===== config.mk =====
export PLATFORM = sky130hd
export DESIGN_NAME = alarm_ring_controller
export DESIGN_NICKNAME = d
export VERILOG_FILES = /design/src/rtl/alarm_ring_controller.sv
export SDC_FILE = /design/constraint.sdc
export NUM_CORES = 1
export LEC_CHECK = 0
export CAP_MARGIN = 0
export CORE_ASPECT_RATIO = 1.75
export CORE_UTILIZATION = 51
export CTS_CLUSTER_DIAMETER = 200
export DETAILED_ROUTE_END_ITERATION = 6
export GPL_ROUTABILITY_DRIVEN = 0
export PLACE_DENSITY = 0.85
export SYNTH_ARGS = -nofsm -noshare
export SYNTH_HDL_FRONTEND = slang
export SYNTH_SLANG_ARGS = --single-unit

===== constraint.sdc =====
create_clock -name clk -period 3.5 [get_ports clk]
set_input_delay 0.7 -clock clk [delete_from_list [all_inputs] [get_ports clk]]
set_output_delay 0.7 -clock clk [all_outputs]
set_load 0.03 [all_outputs]

===== src/rtl/alarm_ring_controller.sv =====
// Alarm sequencer for the digital clock: arm, ring, snooze, dismiss and ring timeout.
// Build option: define RING_BLINK_EN to blink the LED at 0.5 Hz while ringing.
module alarm_ring_controller #(
  parameter int SNOOZE_MIN     = 5,
  parameter int MAX_SNOOZE     = 3,
  parameter int RING_TIMEOUT_S = 60
) (
  input  logic       clk,
  input  logic       rst,
  input  logic       tick_1hz,
  input  logic [5:0] cur_hour,
  input  logic [5:0] cur_min,
  input  logic [5:0] cur_sec,
  input  logic [5:0] alarm_hour,
  input  logic [5:0] alarm_min,
  input  logic       alarm_en,
  input  logic       snooze_p,
  input  logic       dismiss_p,
  output logic [1:0] state,
  output logic       ring,
  output logic [1:0] snooze_cnt,
  output logic [5:0] target_hour,
  output logic [5:0] target_min,
  output logic       missed
);

  localparam logic [1:0] ST_DISARMED = 2'd0;
  localparam logic [1:0] ST_ARMED    = 2'd1;
  localparam logic [1:0] ST_RINGING  = 2'd2;
  localparam logic [1:0] ST_SNOOZED  = 2'd3;

  localparam logic [1:0] SNOOZE_LIMIT = 2'(MAX_SNOOZE);
  localparam logic [7:0] TIMER_LAST   = 8'(RING_TIMEOUT_S - 1);
  localparam logic [6:0] SNOOZE_ADD   = 7'(SNOOZE_MIN);

  function automatic logic [5:0] hour_inc(input logic [5:0] h);
    return (h == 6'd23) ? 6'd0 : h + 6'd1;
  endfunction

  function automatic logic [11:0] next_minute(input logic [5:0] h, input logic [5:0] m);
    if (m == 6'd59) return {hour_inc(h), 6'd0};
    return {h, m + 6'd1};
  endfunction

  function automatic logic [11:0] snooze_time(input logic [5:0] h, input logic [5:0] m);
    logic [6:0] sum;
    sum = {1'b0, m} + SNOOZE_ADD;
    if (sum >= 7'd60) return {hour_inc(h), 6'(sum - 7'd60)};
    return {h, sum[5:0]};
  endfunction

  logic [7:0]  ring_timer;
  logic [11:0] next_hm;
  logic [11:0] snooze_hm;
  logic        match;
  logic        ring_hold;

  logic [1:0]  next_state;
  logic        next_ring;
  logic [1:0]  next_cnt;
  logic [5:0]  next_th;
  logic [5:0]  next_tm;
  logic        next_missed;
  logic [7:0]  next_timer;

  // cur_sec is the pre-increment value, so a tick at :59 lands the clock on hh:mm:00
  assign next_hm   = next_minute(cur_hour, cur_min);
  assign snooze_hm = snooze_time(cur_hour, cur_min);
  assign match     = tick_1hz && (cur_sec == 6'd59) && (next_hm == {target_hour, target_min});

`ifdef RING_BLINK_EN
  assign ring_hold = ~ring;
`else
  assign ring_hold = 1'b1;
`endif

  always_comb begin
    next_state  = state;
    next_ring   = ring;
    next_cnt    = snooze_cnt;
    next_th     = target_hour;
    next_tm     = target_min;
    next_missed = missed;
    next_timer  = ring_timer;
    if (!alarm_en) begin
      next_state  = ST_DISARMED;
      next_ring   = 1'b0;
      next_cnt    = 2'd0;
      next_missed = 1'b0;
      next_timer  = 8'd0;
      {next_th, next_tm} = {alarm_hour, alarm_min};
    end else begin
      case (state)
        ST_DISARMED: begin
          next_state = ST_ARMED;
          {next_th, next_tm} = {alarm_hour, alarm_min};
        end
        ST_ARMED: begin
          if (dismiss_p) next_missed = 1'b0;
          if (match) begin
            next_state = ST_RINGING;
            next_ring  = 1'b1;
            next_timer = 8'd0;
          end else begin
            {next_th, next_tm} = {alarm_hour, alarm_min};
          end
        end
        ST_RINGING: begin
          if (dismiss_p) begin
            next_state  = ST_ARMED;
            next_ring   = 1'b0;
            next_cnt    = 2'd0;
            next_missed = 1'b0;
            {next_th, next_tm} = {alarm_hour, alarm_min};
          end else if (snooze_p && (snooze_cnt < SNOOZE_LIMIT)) begin
            next_state = ST_SNOOZED;
            next_ring  = 1'b0;
            next_cnt   = snooze_cnt + 2'd1;
            {next_th, next_tm} = snooze_hm;
          end else if (tick_1hz) begin
            // Timeout is the lowest-priority exit; a refused snooze still lets it fire
            if (ring_timer == TIMER_LAST) begin
              next_state  = ST_ARMED;
              next_ring   = 1'b0;
              next_cnt    = 2'd0;
              next_missed = 1'b1;
              {next_th, next_tm} = {alarm_hour, alarm_min};
            end else begin
              next_timer = ring_timer + 8'd1;
              next_ring  = ring_hold;
            end
          end
        end
        default: begin
          if (dismiss_p) begin
            next_state  = ST_ARMED;
            next_cnt    = 2'd0;
            next_missed = 1'b0;
            {next_th, next_tm} = {alarm_hour, alarm_min};
          end else if (match) begin
            next_state = ST_RINGING;
            next_ring  = 1'b1;
            next_timer = 8'd0;
          end
        end
      endcase
    end
  end

  always_ff @(posedge clk) begin
    if (rst) begin
      state       <= ST_DISARMED;
      ring        <= 1'b0;
      snooze_cnt  <= 2'd0;
      target_hour <= 6'd0;
      target_min  <= 6'd0;
      missed      <= 1'b0;
      ring_timer  <= 8'd0;
    end else begin
      state       <= next_state;
      ring        <= next_ring;
      snooze_cnt  <= next_cnt;
      target_hour <= next_th;
      target_min  <= next_tm;
      missed      <= next_missed;
      ring_timer  <= next_timer;
    end
  end

endmodule


* Word level (Yosys, flattened, before mapping)
Index checks and enable logic that the tools add are counted.
Word-level totals: register bits after elaboration 26, bits in latches 0, memory bits (writable) 0, ROM bits 0, bits of input ports 36, output and inout port bits 18, memories 0
Cells by class: add/subtract/negate cells 6, multiply operators 0, divide/modulo/power cells 0, magnitude comparators 2, equal/unequal tests 20, shift-type cells 0, multiplexer cells 56, bitwise logic cells 3, reductions and logical operators 17
Operators with widths (number):
- $mux 6 | 15
- $mux 12 | 4
- $mux 8 | 6
- $pmux 6 s3 | 2
- $pmux 8 s3 | 1
- $mux 2 | 11
- $mux 1 | 13
- $add 6x1->6 const B | 2
- $eq 12x12->1 | 1
- $eq 6x6->1 const B | 2
- $ne 2x2->1 const B | 5
- $ne 5x5->1 const B | 2
- $add 8x1->8 const B | 1
- $eq 8x6->1 const B | 1
- $ne 4x4->1 const B | 2
- $reduce_and 4->1 | 2
- $add 6x3->7 const B | 1
- $ge 7x6->1 const B | 1
- $eq 6x5->1 const B | 1
- $pmux 2 s3 | 1
- $reduce_and 6->1 | 1
- $reduce_bool 2->1 | 3
- $reduce_bool 3->1 | 2
- $sub 6x6->6 const B | 1
- other kinds (18) | 23

* Depth between registers and ports, before layout
Gate-level depths: netlist of the first run.
depth after elaboration 9, mapped depth 13, gate-level depth less buffers 11

* Least setup slack after synthesis of the first run
Ideal clock, no wire load.
path type input port to flip-flop, start input port cur_min[0], end register target_min[4], data arrival time 2882 ps, required time 3369 ps, path slack 487 ps, cell stages on the path 13, cells stage by stage ha_1 -> buf_2 -> xnor2_1 -> ha_1 -> a21o_1 -> o22ai_1 -> nand2_1 -> a41o_1 -> buf_2 -> nand2_1 -> maj3_1 -> a221oi_1 -> nor3_1
On the way: cells in the longest elaborated chain, start to end 8, elaborated cells on any way between the ends 18
RTL lines:
- from (decl) | line 12 | input logic [5:0] cur_min,
- $add 6x3->7 | line 47 | sum = {1'b0, m} + SNOOZE_ADD;
- $sub 6x6->6 / $ge 7x6->1 (equally long branches) | line 48 | if (sum >= 7'd60) return {hour_inc(h), 6'(sum - 7'd60)};
- $mux 12 / $mux 1 (equally long branches) | line 48
- $mux 12 | line 49 | return {h, sum[5:0]};
- $mux 6 | line 115 | end else if (snooze_p && (snooze_cnt < SNOOZE_LIMIT)) begin
- $mux 6 | line 109 | if (dismiss_p) begin
- $pmux 6 s3 | line 93 | case (state)
- $mux 6 | line 85 | if (!alarm_en) begin
- to (signal assigned) | line 164 | target_min <= next_tm;
- to (decl) | line 23 | output logic [5:0] target_min,
Several ways; a longest one is shown, not always the timed one. The select of a mux whose other input is x is not followed. A chain may end at the register's enable or synchronous reset.

* Final worst setup path of the first run
start input port cur_min[0], end register target_hour[4]
On the way: cells in the longest elaborated chain, start to end 8, elaborated cells on any way between the ends 16
RTL lines:
- $add 6x3->7 | line 47
- $ge 7x6->1 | line 48
- $mux 1 | line 48
- $mux 12 | line 49
- $mux 6 | line 115
- $mux 6 | line 109
- $pmux 6 s3 | line 93
- $mux 6 | line 85
- to (signal assigned) | line 163 | target_hour <= next_th;
- to (decl) | line 22 | output logic [5:0] target_hour,
Several ways; a longest one is shown, not always the timed one.

==> results of run 1 <==
per-stage QoR:
step	util [%]	power (mW)	TNS [ps]
global route	70.77	0.8708	0
floorplan	-	0.4633	0
finish	70.77	0.8299	0
global placement	69.01	0.5690	0
detailed placement	69.01	0.5737	-79.68
CTS	70.63	0.8329	0
worst min path at each step:
stage	start	to	slack (ps)
2_1_floorplan	ring_timer[5]	ring_timer[5]	450
3_3_place_gp	ring_timer[5]	ring_timer[5]	470
3_5_place_dp	ring_timer[5]	ring_timer[5]	480
4_1_cts	ring_timer[5]	ring_timer[5]	490
5_1_grt	ring_timer[5]	ring_timer[5]	510
6_report	ring_timer[5]	ring_timer[5]	490
kinds of logic after synthesis:
family | after synthesis | share of synthesized area [%]
adders and majority gates | 11 | 5.825
muxes | 14 | 6.095
and+or+nand+nor | 123 | 29.40
DFF | 26 | 22.44
buffers and inverters | 27 | 5.501
AOI/OAI and AO/OA | 86 | 24.33
xor gates and xnor gates | 17 | 6.418
flip-flops by register name (all words and copies together) (netlist names):
| name | cells |
|---|---|
| target_hour | 6 |
| missed | 1 |
| ring | 1 |
| snooze_cnt | 2 |
| state | 2 |
| target_min | 6 |
| ring_timer | 8 |
Yosys cell counts (2+ instances only):
cell,instances
a211o_1,2
a211oi_1,6
a21oi_1,22
a31oi_1,6
a41o_1,2
and3_1,4
and4b_1,2
buf_2,6
buf_4,3
clkbuf_1,4
dfxtp_1,26
ha_1,10
inv_1,12
mux2i_1,13
nand2_1,36
nand2b_1,4
nand3_1,8
nand3b_1,5
nand4_1,2
nand4b_1,3
nor2_1,20
nor2b_1,7
nor3_1,11
nor4b_1,2
o21ai_0,23
o221a_1,2
o22ai_1,2
o31ai_1,2
o32ai_1,2
or3_1,6
or4_1,3
xnor2_1,13
xor2_1,4
per-layer routing:
| metal | wire, um | track usage, % | vias up |
|---|---|---|---|
| met2 | 3596 | 52.85 | 112 |
| li1 | - | - | 1257 |
| met3 | 280 | 2.345 | 27 |
| met1 | 2317 | 29.15 | 1222 |
| met5 | 0 | 0 | - |
| met4 | 301 | 15.79 | 0 |
layout make-up:
type	instances	area, um^2	area share (%)
clock inverter	1	30.03	0.9635
multi-input combinational	251	1678	53.83
timing repair buffer	79	738.2	23.69
clock buffer	3	41.29	1.325
sequential	26	520.5	16.70
inverter	12	45.04	1.445
tap	51	63.81	2.047
critical path, delay by kind of cell:
family / cells / cell delay, ps
AO/OA/AOI/OAI: 5 / 810
XOR/XNOR: 1 / 180
adder cells (fa/ha/maj): 2 / 580
buffers and inverters: 1 / 500
AND/OR/NAND/NOR: 3 / 670
power groups by stage:
stage	logic, mW	clock network [mW]	registers, mW
2_1_floorplan	0.123	0	0.340
3_3_place_gp	0.245	0	0.324
3_5_place_dp	0.250	0	0.324
4_1_cts	0.251	0.264	0.317
5_1_grt	0.275	0.276	0.319
6_report	0.254	0.259	0.317
==> flow_summary.ini, run 1 <==
[synth]
synth_area_leader_cell = dfxtp_1
synth_ff_type = dfxtp_1
syn-num-nets = 350
synth_edf_count = 0
syn_avg_cell_area_um2 = 7.631
yosys-top-cells-area = dfxtp_1 (22%), nand2_1 (5.8%), mux2i_1 (5.6%)
synth.yosys.seq_area_share_pct = 22.44
synthArstFlopShare_pct = 0
yosysTopAreaCellShare_pct = 22.44
synth-seq-cells = 26
synth.distinct_cells = 64
netlist_area_mm2 = 0.002320
synth_cells = 304
ys_warn_count = 0

[cts]
cts.sinks = 26
cts_root_buf = clkbuf_8
cts_setup_buffers = 0
cts_buffer_depth = 2
clkLatencyLatePin_ps = 280
cts_resized = 0
cts_hold_buf = 0
htree_levels = 1
clkTransAtPathRegs_ps = 100
numCtsBuffers = 3
cts_tree = done

[floorplan]
ios = 54
dieArea_mm2 = 0.004833
start_util_pct = 52.67
die_w_um = 52.98
core_mm2 = 0.004404
chipHeight_um = 91.22
fp-row-count = 32

[power]
sw_frac_of_total_pct = 29.62
power_frac_comb_pct = 30.6
p_leak_nw = 1.151
power_density_mw_per_mm2 = 266.3
p_switching_mw = 0.2458
clkPwrFrac_pct = 31.2
power_frac_seq_pct = 38.2
ir_drop_uv = 178.5
p_int_mw = 0.5841

[setup_path]
cp_common_cell = ha_1
worst_ep_arrival_time_ps = 3420
critPathRequiredTime_ps = 3680
reg2reg_from = ring_timer[0]
critPathKind = primary input to flip-flop
slowest_stage = clkdlybuf4s50_1
crit_chain = clkdlybuf4s50_1 -> ha_1 -> xnor2_1 -> ha_1 -> a21o_1 -> o22ai_1 -> nand2_1 -> a41o_1 -> or3b_2 -> a211oi_1 -> or3_1 -> a21oi_1
endpoint = target_hour[4]
cp-end-kind = flip-flop
r2r_slack_ps = 1000
r2r-end = target_hour[4]
reg2reg_depth = 10
crit_fanout = 5
critPathLaunchType = primary input
crit_start = cur_min[0]
crit_path_max_incr_delay_ps = 500

[grt]
grt.total_usage_pct = 28.53
antenna_found_initial = 0
overflow = 0
grt_pass1_wl_um = 10610
grt_max_degree = 23
grt_pass1_vias = 2522

[placed_design]
place_area_mm2 = 0.003039
post-place-cells = 419
dpl.hpwl_um = 5037
pre_cts_slack_ps = -22.34
io_buffers = 53

[timing]
min_period_over_period_pct = 92.77
finalMaxSlewViolations = 0
setup_viol_count_final = 0
skew_ps = 4.264
maxSlewHeadroom_pct = 57.08
fmax_ghz = 0.3080
hold_violations = 0
tightest_slew_ps = 642.4
fin_crit_ps = 3247
worst_slack_ps = 253.1
hold_ws_ps = 494.0
rsz0062_at_grt = no

[route]
final_antenna_net_count = 0
wl_per_cell_um = 15.35
routed_wl_um = 6495
drc = 0
vias = 2618
vias_per_cell = 6.189
drt_iter0_drc = 88
drt_first_pass_iters = 5

[finish]
final_common_cell = clkdlybuf4s50_1
diodes = 0
final_cell_count_no_fill = 423
syn_to_final_growth_pct = 34.36
drive_above_1_share_pct = 11.83
final_area_mm2 = 0.003117
layout.cells.most_common_list = clkdlybuf4s50_1 (53), nand2_1 (36), dfxtp_1 (26)
nNetsFinal = 419
n_fill_cell = 352

[min_path]
whs_path_depth = 2
hold_path_class = flip-flop to flip-flop

[flow_run]
cap_violations = 0

[outcome]
status = finished, final reports clean
No activity file was read; power rests on OpenSTA's default activity.
==> inputs of run 2 (changes only) <==
- GPL_TIMING_DRIVEN: default -> 0
==> run 2 against run 1 <==
Effect of this change: sequential cell count stayed put; worst setup slack worse by 84 ps; first-iteration DRC count shrank 3.4%; maximum frequency fell by 2.5%; wire length grew 3.8%; via count fell by 2.7%; register-to-register slack got worse by 280 ps; power increased by 0.52%; sequential power about the same; critical path type unchanged; highest routed layer unchanged.
==> flow_summary.ini, run 2 (synthesized netlist as in run 1, its figures left out) <==
[timing]
fmax_ghz = 0.3002
hold_violations = 0
fin_setup_tns_ps = 0
skew_ps = 10.44
finalMaxSlewViolations = 0
fin_crit_ps = 3331
maxSlewHeadroom_pct = 49.20
tightest_slew_ps = 757.4
setup_viol_count_final = 0
min_period_over_period_pct = 95.17

[power]
power_density_mw_per_mm2 = 273.7
clkPwrFrac_pct = 31.7
p_total_mw = 0.8342
sw_frac_of_total_pct = 30.72
power_frac_comb_pct = 30.2
power_frac_seq_pct = 38.1
p_leak_nw = 1.093
ir_drop_uv = 236.8
p_switching_mw = 0.2562
p_int_mw = 0.5780

[setup_path]
reg2reg_from = ring_timer[0]
worst_ep_arrival_time_ps = 3480
reg2reg_depth = 8
r2r-end = ring_timer[4]
cp-end-kind = flip-flop
critPathKind = primary input to flip-flop
crit_fanout = 10
endpoint = target_min[4]
critPathLaunchType = primary input
r2r_slack_ps = 720
crit_start = cur_min[0]
critPathRequiredTime_ps = 3650

[finish]
top_register = ring_timer
final_common_cell = clkdlybuf4s50_1
largest_reg_flops = 8
final_core_util_pct = 69.20
diodes = 0
reg_top3 = ring_timer (8), target_hour (6), target_min (6)
nNetsFinal = 408
drive_above_1_share_pct = 9.418
layout.cells.most_common_list = clkdlybuf4s50_1 (51), nand2_1 (35), dfxtp_1 (26)
syn_to_final_growth_pct = 31.39
final_area_mm2 = 0.003048

[floorplan]
fp-row-count = 32
start_util_pct = 52.67
ios = 54
die_w_um = 52.98
core_mm2 = 0.004404
chipHeight_um = 91.22
dieArea_mm2 = 0.004833

[grt]
grt_max_degree = 16
grt_pass1_vias = 2385
grt_pass1_wl_um = 10630
overflow = 0
grt.total_usage_pct = 28.73
antenna_found_initial = 0

[route]
drc = 0
routed_wl_um = 6739
wl_per_cell_um = 16.36
drt_iter0_drc = 85
vias_per_cell = 6.182
vias = 2547
final_antenna_net_count = 0
drt_first_pass_iters = 4

[cts]
clkLatencyLatePin_ps = 290
cts_tree = done
htree_levels = 1
cts_buffer_depth = 2
cts_setup_buffers = 0
numCtsBuffers = 3
clkTransAtPathRegs_ps = 110
cts_root_buf = clkbuf_8
cts.sinks = 26

[placed_design]
io_buffers = 53
dpl.hpwl_um = 5095
place_area_mm2 = 0.002914

[outcome]
status = finished, final reports clean

[flow_run]
cap_violations = 0

[min_path]
hold_path_class = flip-flop to flip-flop
## run 2: cell types whose count changed in the layout (fill, tap and decap cells not counted), moves of 2 or more
cell | previous run | this run
clkbuf_1 | 0 | 4
clkdlybuf4s50_1 | 53 | 51
buf_2 | 0 | 4
buf_4 | 25 | 5
## run 2: metrics by stage
step	setup slack [ps]	hold WS [ps]	std cells
3_5_place_dp	-415.8	477.6	408
3_3_place_gp	-365.4	461.6	408
6_report	169.0	488.1	412
2_1_floorplan	487.4	450.1	304
4_1_cts	103.1	492.6	412
5_1_grt	-24.15	523.3	412
## run 2: how the worst min path moves through the flow
| stage | startpoint | end | slack [ps] | cells past startpoint |
|---|---|---|---|---|
| after global routing | ring_timer[7] | ring_timer[7] | 520 | 2 |
| after CTS | ring_timer[5] | ring_timer[5] | 490 | 2 |
| final | ring_timer[5] | ring_timer[5] | 490 | 2 |
| after detailed placement | ring_timer[5] | ring_timer[5] | 480 | 2 |
| after floorplan | ring_timer[5] | ring_timer[5] | 450 | 2 |
| after global placement | ring_timer[5] | ring_timer[5] | 460 | 2 |
## run 2: routing by layer
layer / up-vias / share of wire (%) / GRT usage (%)
met5: - / 0 / 0
met4: 0 / 4.2 / 14.25
met3: 24 / 3.4 / 2.513
met2: 93 / 54 / 52.11
met1: 1199 / 38 / 31.09
li1: 1231 / - / -
## run 2: worst max-delay path, cell delays in order
cell and delay, ps:
clkdlybuf4s50_1 510, buf_2 210, a21oi_1 100, xnor2_1 240, ha_2 270, a21o_1 130
o22ai_1 70, nand2_1 80, a41o_1 200, buf_4 210, nand2_1 80, maj3_1 340
a221oi_1 270, nor3_1 80
## run 2: power by group through the flow
| stage | Sequential [mW] | Combinational, mW | Clock [mW] |
|---|---|---|---|
| floorplan | 0.340 | 0.123 | 0 |
| global placement | 0.323 | 0.232 | 0 |
| detailed placement | 0.323 | 0.237 | 0 |
| CTS | 0.317 | 0.241 | 0.265 |
| global route | 0.319 | 0.274 | 0.277 |
| finish | 0.318 | 0.252 | 0.264 |
## run 2: repair_timing
action                                 CTS  global route
gates resized for setup                  5            10
hold buffers                             0             0
pin swaps                                0             1
endpoints found under the hold margin    0             0
setup endpoints to repair                5             8
## run 2: cell type report
| cell class | instances | area, um^2 |
|---|---|---|
| inverters | 12 | 45.04 |
| repair buffers | 53 | 531.8 |
| plain buffers | 15 | 87.58 |
| well taps | 51 | 63.81 |
| clock inverters | 1 | 30.03 |
| clock buffers | 3 | 41.29 |
| flip-flops and latches | 26 | 520.5 |
| fillers | 398 | 1356 |
| multi-input cells | 251 | 1728 |
